===== src/rtl/instruction_loader_pkg.sv =====
// ============================================================================
// Module      : instruction_loader_pkg
// Description : FSM encoding and shared constants for the instruction loader.
// Revision    : 1.0 - initial release
// ============================================================================
`default_nettype none

package instruction_loader_pkg;

  typedef enum logic [1:0] {
    ST_IDLE = 2'd0,
    ST_LOAD = 2'd1,
    ST_DONE = 2'd2
  } state_t;

  localparam int          BYTES_PER_WORD    = 4;
  localparam logic [31:0] HALT_WORD_DEFAULT = 32'hFFFF_FFFF;

endpackage

`default_nettype wire


===== src/rtl/instruction_loader_word_assembler.sv =====
// ============================================================================
// Module      : word_assembler
// Description : Shifts received bytes MSB-first into a word; pulses word_ready
//               alongside the byte that completes it.
// Revision    : 1.0 - initial release
// ============================================================================
`default_nettype none

module word_assembler
  import instruction_loader_pkg::*;
#(
  parameter int WIDTH = 32
) (
  input  logic             clk,
  input  logic             reset,
  input  logic             clear,
  input  logic             shift_en,
  input  logic [7:0]       byte_in,
  output logic [WIDTH-1:0] word,
  output logic             word_ready
);

  logic [WIDTH-9:0] shift;
  logic [1:0]       idx;

  always_ff @(posedge clk or posedge reset) begin
    if (reset) begin
      shift <= '0;
      idx   <= '0;
    end else if (clear) begin
      idx <= '0;
    end else if (shift_en) begin
      shift <= {shift[WIDTH-17:0], byte_in};
      idx   <= idx + 2'd1;
    end
  end

  // The completing byte is merged combinationally so the top can register the write on this edge.
  assign word       = {shift, byte_in};
  assign word_ready = shift_en && (idx == 2'(BYTES_PER_WORD - 1));

endmodule

`default_nettype wire


===== src/rtl/instruction_loader.sv =====
// ============================================================================
// Module      : instruction_loader
// Description : Loads a byte stream into instruction RAM as word writes, stops
//               on HALT_WORD or a full RAM. Optional XOR checksum enabled by
//               macro LOADER_CHECKSUM_EN.
// Revision    : 1.0 - initial release
// ============================================================================
`default_nettype none

module instruction_loader
  import instruction_loader_pkg::*;
#(
  parameter int             len       = 32,
  parameter int             RAM_DEPTH = 2048,
  parameter logic [len-1:0] HALT_WORD = len'(HALT_WORD_DEFAULT)
) (
  input  logic                       clk,
  input  logic                       reset,
  input  logic                       in_start,
  input  logic [7:0]                 in_byte,
  input  logic                       in_byte_valid,
  output logic                       out_wr_en,
  output logic [len-1:0]             out_wr_addr,
  output logic [len-1:0]             out_wr_data,
  output logic                       out_busy,
  output logic                       out_done,
  output logic [$clog2(RAM_DEPTH):0] out_word_count,
  output logic [len-1:0]             out_checksum
);

  localparam int             CNT_W     = $clog2(RAM_DEPTH) + 1;
  localparam logic [len-1:0] LAST_ADDR = len'(BYTES_PER_WORD * (RAM_DEPTH - 1));
  localparam logic [len-1:0] ADDR_STEP = len'(BYTES_PER_WORD);

  state_t         state;
  state_t         state_next;
  logic           start_ok;
  logic           byte_ok;
  logic           word_ready;
  logic           last_word;
  logic [len-1:0] word;
  logic           busy_next;
  logic           done_next;

  assign start_ok  = in_start && (state != ST_LOAD);
  assign byte_ok   = in_byte_valid && (state == ST_LOAD);
  assign last_word = (word == HALT_WORD) || (out_wr_addr == LAST_ADDR);

  word_assembler #(
    .WIDTH(len)
  ) u_word_assembler (
    .clk       (clk),
    .reset     (reset),
    .clear     (start_ok),
    .shift_en  (byte_ok),
    .byte_in   (in_byte),
    .word      (word),
    .word_ready(word_ready)
  );

  always_ff @(posedge clk or posedge reset) begin
    if (reset) state <= ST_IDLE;
    else       state <= state_next;
  end

  always_comb begin
    state_next = state;
    case (state)
      ST_IDLE, ST_DONE: if (in_start) state_next = ST_LOAD;
      ST_LOAD:          if (word_ready && last_word) state_next = ST_DONE;
      default:          state_next = ST_IDLE;
    endcase
  end

  always_comb begin
    busy_next = (state_next == ST_LOAD);
    done_next = (state_next == ST_DONE);
  end

  // Address steps one cycle after the write so out_wr_addr shows the written slot during the strobe.
  always_ff @(posedge clk or posedge reset) begin
    if (reset) begin
      out_wr_en      <= 1'b0;
      out_wr_addr    <= '0;
      out_wr_data    <= '0;
      out_busy       <= 1'b0;
      out_done       <= 1'b0;
      out_word_count <= '0;
    end else begin
      out_busy  <= busy_next;
      out_done  <= done_next;
      out_wr_en <= word_ready;
      if (word_ready) out_wr_data <= word;
      if (start_ok) begin
        out_wr_addr    <= '0;
        out_word_count <= '0;
      end else begin
        if (word_ready) out_word_count <= out_word_count + CNT_W'(1);
        if (out_wr_en && (out_wr_addr != LAST_ADDR)) out_wr_addr <= out_wr_addr + ADDR_STEP;
      end
    end
  end

`ifdef LOADER_CHECKSUM_EN
  always_ff @(posedge clk or posedge reset) begin
    if (reset)           out_checksum <= '0;
    else if (start_ok)   out_checksum <= '0;
    else if (word_ready) out_checksum <= out_checksum ^ word;
  end
`else
  assign out_checksum = '0;
`endif

endmodule

`default_nettype wire

===== config.mk =====
export PLATFORM = sky130hd
export DESIGN_NAME = instruction_loader
export DESIGN_NICKNAME = d
export VERILOG_FILES = /design/src/rtl/instruction_loader_pkg.sv /design/src/rtl/instruction_loader_word_assembler.sv /design/src/rtl/instruction_loader.sv
export SDC_FILE = /design/constraint.sdc
export NUM_CORES = 1
export LEC_CHECK = 0
export CAP_MARGIN = 20
export CORE_UTILIZATION = 44
export DETAILED_ROUTE_END_ITERATION = 8
export PLACE_DENSITY = 0.76
export SYNTH_ARGS = -nofsm -noshare
export SYNTH_HDL_FRONTEND = slang
export SYNTH_SLANG_ARGS = --single-unit

===== constraint.sdc =====
create_clock -name clk -period 2.85 [get_ports clk]
set_input_delay 0.285 -clock clk [delete_from_list [all_inputs] [get_ports clk]]
set_output_delay 0.285 -clock clk [all_outputs]
set_load 0.01 [all_outputs]

==> results of run 1 <==
[final timing paths]
| kind | startpoint | to |
|---|---|---|
| setup / recovery | out_wr_addr[2] | out_wr_addr[18] |
| hold / removal | reset | out_wr_data[20] |
| setup reg to reg | out_wr_addr[2] | out_wr_addr[18] |
| hold reg to reg | out_wr_data[12] | out_wr_data[12] |
| max in group asynchronous | reset | out_wr_addr[2] |
| min in group clk | out_wr_data[12] | out_wr_data[12] |
[per-stage QoR]
stage | total power [mW] | hold slack (ns)
2_1_floorplan | 2.78 | 0.390
3_3_place_gp | 3.48 | 0.462
3_5_place_dp | 3.52 | 0.462
4_1_cts | 4.57 | 0.318
5_1_grt | 4.79 | 0.332
6_report | 4.52 | 0.304
[critical path: cells and delay by family, from the launching register on]
| family | cells | cell delay (ns) |
|---|---|---|
| adders and majority gates | 1 | 0.20 |
| AOI/OAI and AO/OA | 2 | 0.32 |
| and+or+nand+nor | 3 | 0.95 |
| DFF | 1 | 0.47 |
[cell type report]
type / count / share of cell area (%)
sequential: 105 / 43.7
multi-input combinational: 351 / 33.4
timing repair buffer: 95 / 15.7
tap: 140 / 2.91
clock buffer: 10 / 2.12
clock inverter: 6 / 1.62
inverter: 7 / 0.499
[power by group through the flow]
stage                     logic, mW  clock network [mW]  registers [mW]
after floorplan               0.521                   0            2.26
after global placement         1.29                   0            2.20
after detailed placement       1.32                   0            2.21
after CTS                      1.33                1.06            2.19
after global routing           1.44                1.12            2.23
final                          1.30                1.04            2.18
[cells in the mapped netlist (8+ instances only)]
cell type	number	area (um^2)
a21oi_1	10	50.1
and3_1	8	50.1
buf_4	34	255
clkbuf_1	8	30.0
dfrtp_1	105	2630
mux2_2	24	270
nand2_1	113	424
nand3_1	11	55.1
nand4_1	21	131
nor2_1	30	113
o21ai_0	12	60.1
or3_1	9	56.3
xor2_1	19	166
[routing by layer]
layer | wire (um) | GRT usage, % | vias to the layer above
li1 | - | - | 1750
met1 | 4820 | 26.3 | 1848
met2 | 5250 | 32.6 | 142
met3 | 525 | 3.04 | 8
met4 | 93 | 6.36 | 0
met5 | 0 | 0 | -
[cell families after synthesis]
kind of cell               Yosys count
and+or+nand+nor                    218
DFF                                105
buffers and inverters               58
AOI/OAI and AO/OA                   45
xor gates and xnor gates            26
muxes                               24
adders and majority gates            4
other                                1
[placed cells by master (no fill, tap or decap), drive strengths merged, types with 5 or more instances in the layout]
| master | synthesis | layout |
|---|---|---|
| a21oi | 10 | 10 |
| nor2 | 30 | 30 |
| or3 | 9 | 9 |
| nor3 | 5 | 5 |
| nand3 | 11 | 11 |
| nand2 | 113 | 113 |
| and3 | 8 | 8 |
| o21ai | 14 | 14 |
| clkdlybuf4s50 | 0 | 88 |
| inv | 7 | 8 |
| o2111ai | 5 | 5 |
| buf | 42 | 7 |
| mux2 | 24 | 24 |
| xnor2 | 7 | 7 |
| o211ai | 6 | 6 |
| conb | 1 | 34 |
| clkbuf | 9 | 10 |
| dfrtp | 105 | 105 |
| xor2 | 19 | 19 |
| nand4 | 24 | 24 |
| nor4 | 7 | 7 |
[state kept, by name, summed over array words and instances (netlist names), 2 cells and up]
name,cells
out_word_count,12
u_word_assembler.idx,2
u_word_assembler.shift,24
out_wr_addr,30
state,2
out_wr_data,32
==> flow_summary.yaml, run 1 <==
run_status:
  status: "completed"
die:
  start_util_pct: 45.1
  core_area_um2: 10800
  fp-row-count: 38
  pin_count: 123
  fp.dieArea_um2: 11500
  die_y_um: 107
  die_w_um: 107
sta:
  tightest_slew_ns: 0.676
  timing.fmax_mhz: 501
  tns_ns: 0
  setup_viol: 0
  setup_slack_ns: 0.855
  maxSlewViolCount: 0
  post-route-min-period_ns: 2.00
  post-route-period-util_pct: 70.0
  relSlewSlack_pct: 54.6
  fin_skew_ns: 0.0165
  rsz0062_at_grt: "false"
  hold_violations: 0
cts:
  cts_setup_buffers: 0
  clkTransAtPathRegs_ns: 0.10
  clockRootBuffer: "clkbuf_8"
  cts_buffers: 9
  clk-insertion-delay-late_ns: 0.36
  holdBufCountCts: 0
  cts_tree: "done"
  cts_resized: 0
  h-tree-depth: 3
  cts_num_sinks: 105
  clockBufferDepth: 2
layout:
  fin_area_um2: 6010
  regArea_um2: 2630
  multi_input_area_um2: 2010
  drive_above_1_share_pct: 9.93
  fin_util_pct: 55.7
  final_net_count: 585
  fin_cells: 714
  nFillCells: 984
  num_antenna_cells: 0
  area_growth_pct: 23.6
power_and_ir_drop:
  p_per_area_nw_per_um2: 752
  p_leak_nw: 2.74
  power_switching_mw: 1.44
  p_int_mw: 3.09
  ir_drop_v: 0.000520
  sequentialPowerShare_pct: 48.3
  sw_frac_of_total_pct: 31.7
  power_frac_comb_pct: 28.8
  clkPwrFrac_pct: 22.9
synth:
  syn_area_um2: 4860
  synthSimpleGateAreaFrac_pct: 21.4
  synth-edff-count: 0
  synth_top_family_by_area: "simple AND/OR/NAND/NOR gates"
  avgSynthCellArea_um2: 10.1
  netlist_instances: 481
  synth-compound-area-share_pct: 5.99
  ys_async_sr_fraction_pct: 100
  synth_seq_cells: 105
  synthMuxAreaShare_pct: 5.56
  synth-main-ff-cell: "dfrtp_1"
  yosysWarnings: 0
  synthXorXnorAreaFrac_pct: 4.68
  ys_seq_area_share_pct: 54.0
  synth_cell_types: 44
  synthAdderAreaFrac_pct: 1.03
setup_path:
  r2r_cells: 6
  cp_max_fo: 9
  cp-end-kind: "flop"
  criticalPathCategory: "reg -> reg"
  arrival_ns: 2.28
  r2r_setup_slack_ns: 0.85
  path_cells: "ha_1 -> nand2_1 -> nor3b_4 -> o21ai_2 -> or3_1 -> a21oi_1"
  cp_slowest_stage_delay_ns: 0.47
  cp.required_ns: 3.14
  start_kind: "flop"
  cpMaxStageDelayCell: "dfrtp_1"
place:
  post-place-cells: 698
  port_buffers: 88
  dp_hpwl_um: 7450
  routabilityCongestion: 0.847
  dp_slack_ns: 0.845
  placed_area_um2: 5790
routing:
  wl_per_cell_um: 15.0
  drc: 0
  drt_wl_total_um: 10700
  num_vias: 3748
  dr.pass1.iters: 4
  drt_iter0_drc: 140
  viasPerCell: 5.25
  detail-route-antenna-nets: 0
grt:
  globalRouteTotalUtil_pct: 19.6
  grt_pass1_wl_um: 17700
  overflow: 0
  grt_pass1_vias: 3578
  antenna_found_initial: 0
  grt_max_degree: 56
worst_hold_path:
  worstHoldPathType: "in -> async"
flow_run:
  drv_cap: 0
No activity file was read; power rests on OpenSTA's default activity.
==> run 2, diff against run 1 <==
clock period = 1.7 ns   (was 2.85 ns; I/O delays follow)
==> run 2 against run 1 <==
The flow now finishes with violations (setup timing). Utilization rose by 5.7 points. Worst hold slack lost 0.14 ns. Non-clock buffer count is 51 higher. Largest power group unchanged. Flip-flop and latch count unchanged. Critical path type unchanged. Worst setup slack worse by 0.95 ns. Largest cell class unchanged. Routed wire length rose by 11%. Sequential power is 66% higher. Die area unchanged. Highest routed layer unchanged.
==> flow_summary.yaml, run 2 (same netlist as run 1, synthesis figures left out) <==
run_status:
  status: "finished with violations"
  violations: "setup timing"
cts:
  clockRootBuffer: "clkbuf_8"
  cts_buffers: 9
  h-tree-depth: 3
  clk-insertion-delay-late_ns: 0.36
  holdBufCountCts: 0
  cts_num_sinks: 105
  clkTransAtPathRegs_ns: 0.10
  clockBufferDepth: 2
  cts_tree: "done"
grt:
  antenna_found_initial: 0
  grt_pass1_wl_um: 19000
  grt_pass1_vias: 3963
  overflow: 0
  grt_max_degree: 44
  globalRouteTotalUtil_pct: 21.1
place:
  dp_hpwl_um: 8370
  post-place-cells: 744
  routabilityCongestion: 0.909
  placed_area_um2: 6170
  port_buffers: 88
  dp_slack_ns: -0.137
die:
  fp-row-count: 38
  die_y_um: 107
  start_util_pct: 45.1
  pin_count: 123
  core_area_um2: 10800
  fp.dieArea_um2: 11500
  die_w_um: 107
sta:
  rsz0062_at_grt: "true"
  post-route-min-period_ns: 1.80
  setup_slack_ns: -0.100
  maxSlewViolCount: 0
  hold_violations: 0
  tightest_slew_ns: 0.490
  post-route-period-util_pct: 106
  relSlewSlack_pct: 67.0
  timing.fmax_mhz: 555
  setup_viol: 16
  fin_skew_ns: 0.0163
layout:
  area_growth_pct: 36.3
  fin_area_um2: 6630
  reg_top3: "out_wr_data x32, out_wr_addr x30, u_word_assembler.shift x24"
  largest_reg_flops: 32
  fin_cells: 765
  final_net_count: 636
  nFillCells: 875
  num_antenna_cells: 0
  drive_above_1_share_pct: 22.6
  mostFrequentLayoutCell: "nand2_1"
  layout_common_cells: "112 x nand2_1, 103 x dfrtp_1, 88 x clkdlybuf4s50_1"
  fin_util_pct: 61.4
  regMostFlops: "out_wr_data"
routing:
  dr.pass1.iters: 6
  detail-route-antenna-nets: 0
  num_vias: 4029
  viasPerCell: 5.27
  drt_iter0_drc: 119
  wl_per_cell_um: 15.6
  drc: 0
  drt_wl_total_um: 11900
power_and_ir_drop:
  p_per_area_nw_per_um2: 1180
  ir_drop_v: 0.000784
  p_leak_nw: 3.04
  sequentialPowerShare_pct: 46.1
  clkPwrFrac_pct: 22.4
  power_frac_comb_pct: 31.5
  power_switching_mw: 2.46
  sw_frac_of_total_pct: 31.5
  p_int_mw: 5.36
  power_mw: 7.83
setup_path:
  start_kind: "flop"
  cp.required_ns: 1.94
  arrival_ns: 2.04
  cp-end-kind: "flop"
  criticalPathCategory: "reg -> reg"
  cp_max_fo: 4
flow_run:
  drv_cap: 0
worst_hold_path:
  worstHoldPathType: "in -> async"
-- run 2: cell types whose count changed in the layout (fill, tap and decap cells not counted), sizes merged --
cell / delta
buf: +51
inv: -1
clkinv: -1
clkbuf: +1
clkinvlp: +1
-- run 2: final cells by class --
class	count	area, um^2	share of cell area (%)
Sequential cell	105	2630	39.7
Multi-Input combinational cell	351	2190	33.0
Timing Repair Buffer	146	1380	20.8
Tap cell	140	175	2.64
Clock buffer	11	141	2.13
Clock inverter	5	87.6	1.32
Inverter	7	30.0	0.453
-- run 2: stage by stage --
stage	setup TNS, ns	hold WS (ns)
after floorplan	0	0.275
after CTS	-0.856	0.174
after detailed placement	-1.97	0.461
after global routing	-3.03	0.189
final	-0.638	0.169
after global placement	-0.913	0.462
-- run 2: power groups by stage --
stage | clock network (mW) | registers, mW | logic (mW)
global route | 1.87 | 3.69 | 2.71
finish | 1.76 | 3.61 | 2.47
detailed placement | 0 | 3.63 | 2.45
floorplan | 0 | 3.80 | 0.874
CTS | 1.78 | 3.60 | 2.48
global placement | 0 | 3.61 | 2.38
-- run 2: worst paths after layout --
path	start	depth (start not counted)	to	slack, ns
max in group asynchronous	reset	3	out_wr_data[19]	0.97
setup reg to reg	out_wr_addr[21]	7	out_wr_addr[5]	-0.10
setup / recovery	out_wr_addr[21]	7	out_wr_addr[5]	-0.10
hold reg to reg	out_wr_data[6]	2	out_wr_data[6]	0.49
min in group clk	in_byte[6]	3	out_wr_data[6]	0.41
hold / removal	reset	2	out_wr_addr[19]	0.17
-- run 2: timing repair --
action | 4_1_cts | 5_1_grt
resized for setup | 12 | 32
gates cloned | 0 | 1
setup buffers | 1 | 3
pin swaps | 5 | 12
endpoints found under the setup margin | 22 | 37
-- run 2: routing by layer --
layer,track usage [%],vias up,share of wire (%)
met2,37.0,154,52
li1,-,1861,-
met1,27.4,2002,42
met5,0,-,0
met4,4.99,0,0.87
met3,3.04,12,6.1
-- run 2: critical path: stages, from the launching register on --
cell and delay [ns]:
dfrtp_1 0.40, nor4_2 0.29, buf_4 0.16, nand4_1 0.16, buf_4 0.22, o211a_1 0.24, xnor2_1 0.15, nor2_1 0.05
==> run 3, diff against run 2 <==
CORE_UTILIZATION = 46   (was 44)
CTS_BUF_LIST = sky130_fd_sc_hd__clkbuf_8   (was unset)
PLACE_DENSITY = unset   (was 0.76)
PLACE_DENSITY_LB_ADDON = 0.25   (was unset)
==> run 3 against run 2 <==
The run ends with DRC, setup timing left. Critical path depth did not move. Cell area fell by 1.9%. Clock power fell by 18%. Largest power group unchanged. Clock-buffer cell count fell by 2. Die area fell by 4.3%. Via count fell by 2.1%. First-iteration DRC count fell by 13%. Cell count fell by 0.65%. Maximum frequency rose by 2.2%. Routed wire length fell by 3.7%. Worst hold slack got worse by 0.025 ns. Non-clock buffer count fell by 1. Critical path type unchanged. Critical endpoint is now out_wr_addr[24].
==> flow_summary.yaml, run 3 (same netlist as run 1, synthesis figures left out) <==
power_and_ir_drop:
  power_frac_comb_pct: 32.4
  power_switching_mw: 2.45
  ir_drop_v: 0.000795
  sequentialPowerShare_pct: 48.2
  p_leak_nw: 3.05
  p_int_mw: 5.02
  p_per_area_nw_per_um2: 1150
  sw_frac_of_total_pct: 32.8
  power_mw: 7.47
  clkPwrFrac_pct: 19.4
sta:
  rsz0062_at_grt: "true"
  maxSlewViolCount: 0
  post-route-min-period_ns: 1.76
  fin_skew_ns: 0.0108
  whs_ns: 0.144
  setup_slack_ns: -0.0623
  timing.fmax_mhz: 567
  hold_violations: 0
  setup_viol: 17
  tns_ns: -0.674
  post-route-period-util_pct: 104
routing:
  drc: 2
  num_vias: 3945
  drt_iter0_drc: 103
  dr.pass1.iters: 6
  detail-route-antenna-nets: 0
  wl_per_cell_um: 15.1
  drt_wl_total_um: 11500
  viasPerCell: 5.19
setup_path:
  start_kind: "flop"
  arrival_ns: 2.03
  crit_family: "simple AND/OR/NAND/NOR gates"
  cp_max_fo: 9
  path_buf_inv: 2
  path_cells: "nor4_2 -> buf_4 -> nand4_1 -> buf_4 -> o2111ai_1 -> xor2_1 -> nor2_1"
  cp.required_ns: 1.97
  criticalPathCategory: "reg -> reg"
  cp-end-kind: "flop"
  cp_slowest_stage_delay_ns: 0.40
  cpMostUsedCell: "buf_4"
  cpMaxStageDelayCell: "dfrtp_1"
die:
  core_area_um2: 10300
  start_util_pct: 47.3
  die_y_um: 105
  fp.dieArea_um2: 11000
  fp-row-count: 37
  pin_count: 123
  die_w_um: 105
cts:
  clockRootBuffer: "clkbuf_8"
  clockBufferDepth: 2
  h-tree-depth: 3
  holdBufCountCts: 0
  clkTransAtPathRegs_ns: 0.11
  cts_buffers: 9
  clk-insertion-delay-late_ns: 0.37
  cts_num_sinks: 105
  cts_tree: "done"
layout:
  area_growth_pct: 33.7
  regMostFlops: "out_wr_data"
  mostFrequentLayoutCell: "nand2_1"
  fin_area_um2: 6500
  largest_reg_flops: 32
  num_antenna_cells: 0
  layout_common_cells: "112 x nand2_1, 104 x dfrtp_1, 88 x clkdlybuf4s50_1"
  reg_top3: "out_wr_data x32, out_wr_addr x30, u_word_assembler.shift x24"
  drive_above_1_share_pct: 20.0
  final_net_count: 635
grt:
  grt_pass1_wl_um: 18800
  grt_pass1_vias: 3881
  overflow: 0
  busiest_layer: "met2"
  globalRouteMet3Util_pct: 3.49
  met2_usage_pct: 36.8
  grt_max_degree: 37
  use_met1_pct: 28.1
  globalRouteTotalUtil_pct: 21.5
  antenna_found_initial: 0
run_status:
  status: "finished with violations"
  violations: "DRC, setup timing"
place:
  dp_slack_ns: -0.105
  placed_area_um2: 6170
  port_buffers: 88
  dp_hpwl_um: 8230
  routabilityCongestion: 0.836
worst_hold_path:
  worstHoldPathType: "in -> async"
flow_run:
  drv_cap: 0
[run 3: cell types whose count changed in the layout (fill, tap and decap cells not counted), sizes merged]
cell,before,now
buf,58,57
bufinv,2,0
clkbuf,11,9
clkinv,1,3
clkinvlp,2,1
inv,7,10
[run 3: power by group through the flow]
| stage | logic, mW | registers [mW] | clock network, mW |
|---|---|---|---|
| 6_report | 2.42 | 3.60 | 1.45 |
| 3_5_place_dp | 2.42 | 3.63 | 0 |
| 3_3_place_gp | 2.37 | 3.62 | 0 |
| 4_1_cts | 2.44 | 3.60 | 1.47 |
| 5_1_grt | 2.66 | 3.68 | 1.56 |
| 2_1_floorplan | 0.874 | 3.80 | 0 |
[run 3: worst reg2reg max path, cell delays in order, from the launching register on]
cell and delay, ns:
dfrtp_1 0.40, nor4_2 0.30, buf_4 0.15, nand4_1 0.14, buf_4 0.22, o2111ai_1 0.23, xor2_1 0.17, nor2_1 0.05
[run 3: worst paths after layout]
path	cells past startpoint	start	slack [ns]	to
setup / recovery	7	out_wr_addr[14]	-0.06	out_wr_addr[24]
hold / removal	2	reset	0.14	out_wr_addr[21]
setup reg to reg	7	out_wr_addr[14]	-0.06	out_wr_addr[24]
hold reg to reg	2	out_wr_data[20]	0.49	out_wr_data[20]
max in group asynchronous	3	reset	1.05	u_word_assembler.idx[1]
min in group clk	3	in_byte[6]	0.39	out_wr_data[6]
[run 3: per-stage QoR]
step                      util (%)  std cells
final                         63.3        760
after global routing          63.3        760
after CTS                     62.0        755
after detailed placement      60.0        739
after global placement        60.0        739
after floorplan                  -        514
[run 3: what timing repair did]
| action | in CTS | in global routing |
|---|---|---|
| pin swaps | 2 | 9 |
| buffers inserted | 0 | 5 |
| endpoints found under the setup margin | 22 | 38 |
| gates resized for setup | 6 | 18 |
| cloned | 0 | 0 |
[run 3: cell type report]
cell class,instances,area (um^2)
fillers,849,3770
flip-flops and latches,105,2630
repair buffers,145,1370
clock buffers,9,124
well taps,136,170
inverters,7,30.0
multi-input cells,351,2120
clock inverters,7,55.1
[run 3: metal layers]
layer	part of all wire (%)	routed length [um]	vias up
li1	-	-	1869
met1	44	5010	1945
met2	51	5820	116
met3	4.4	500	15
met4	1.3	145	0
met5	0	0	-
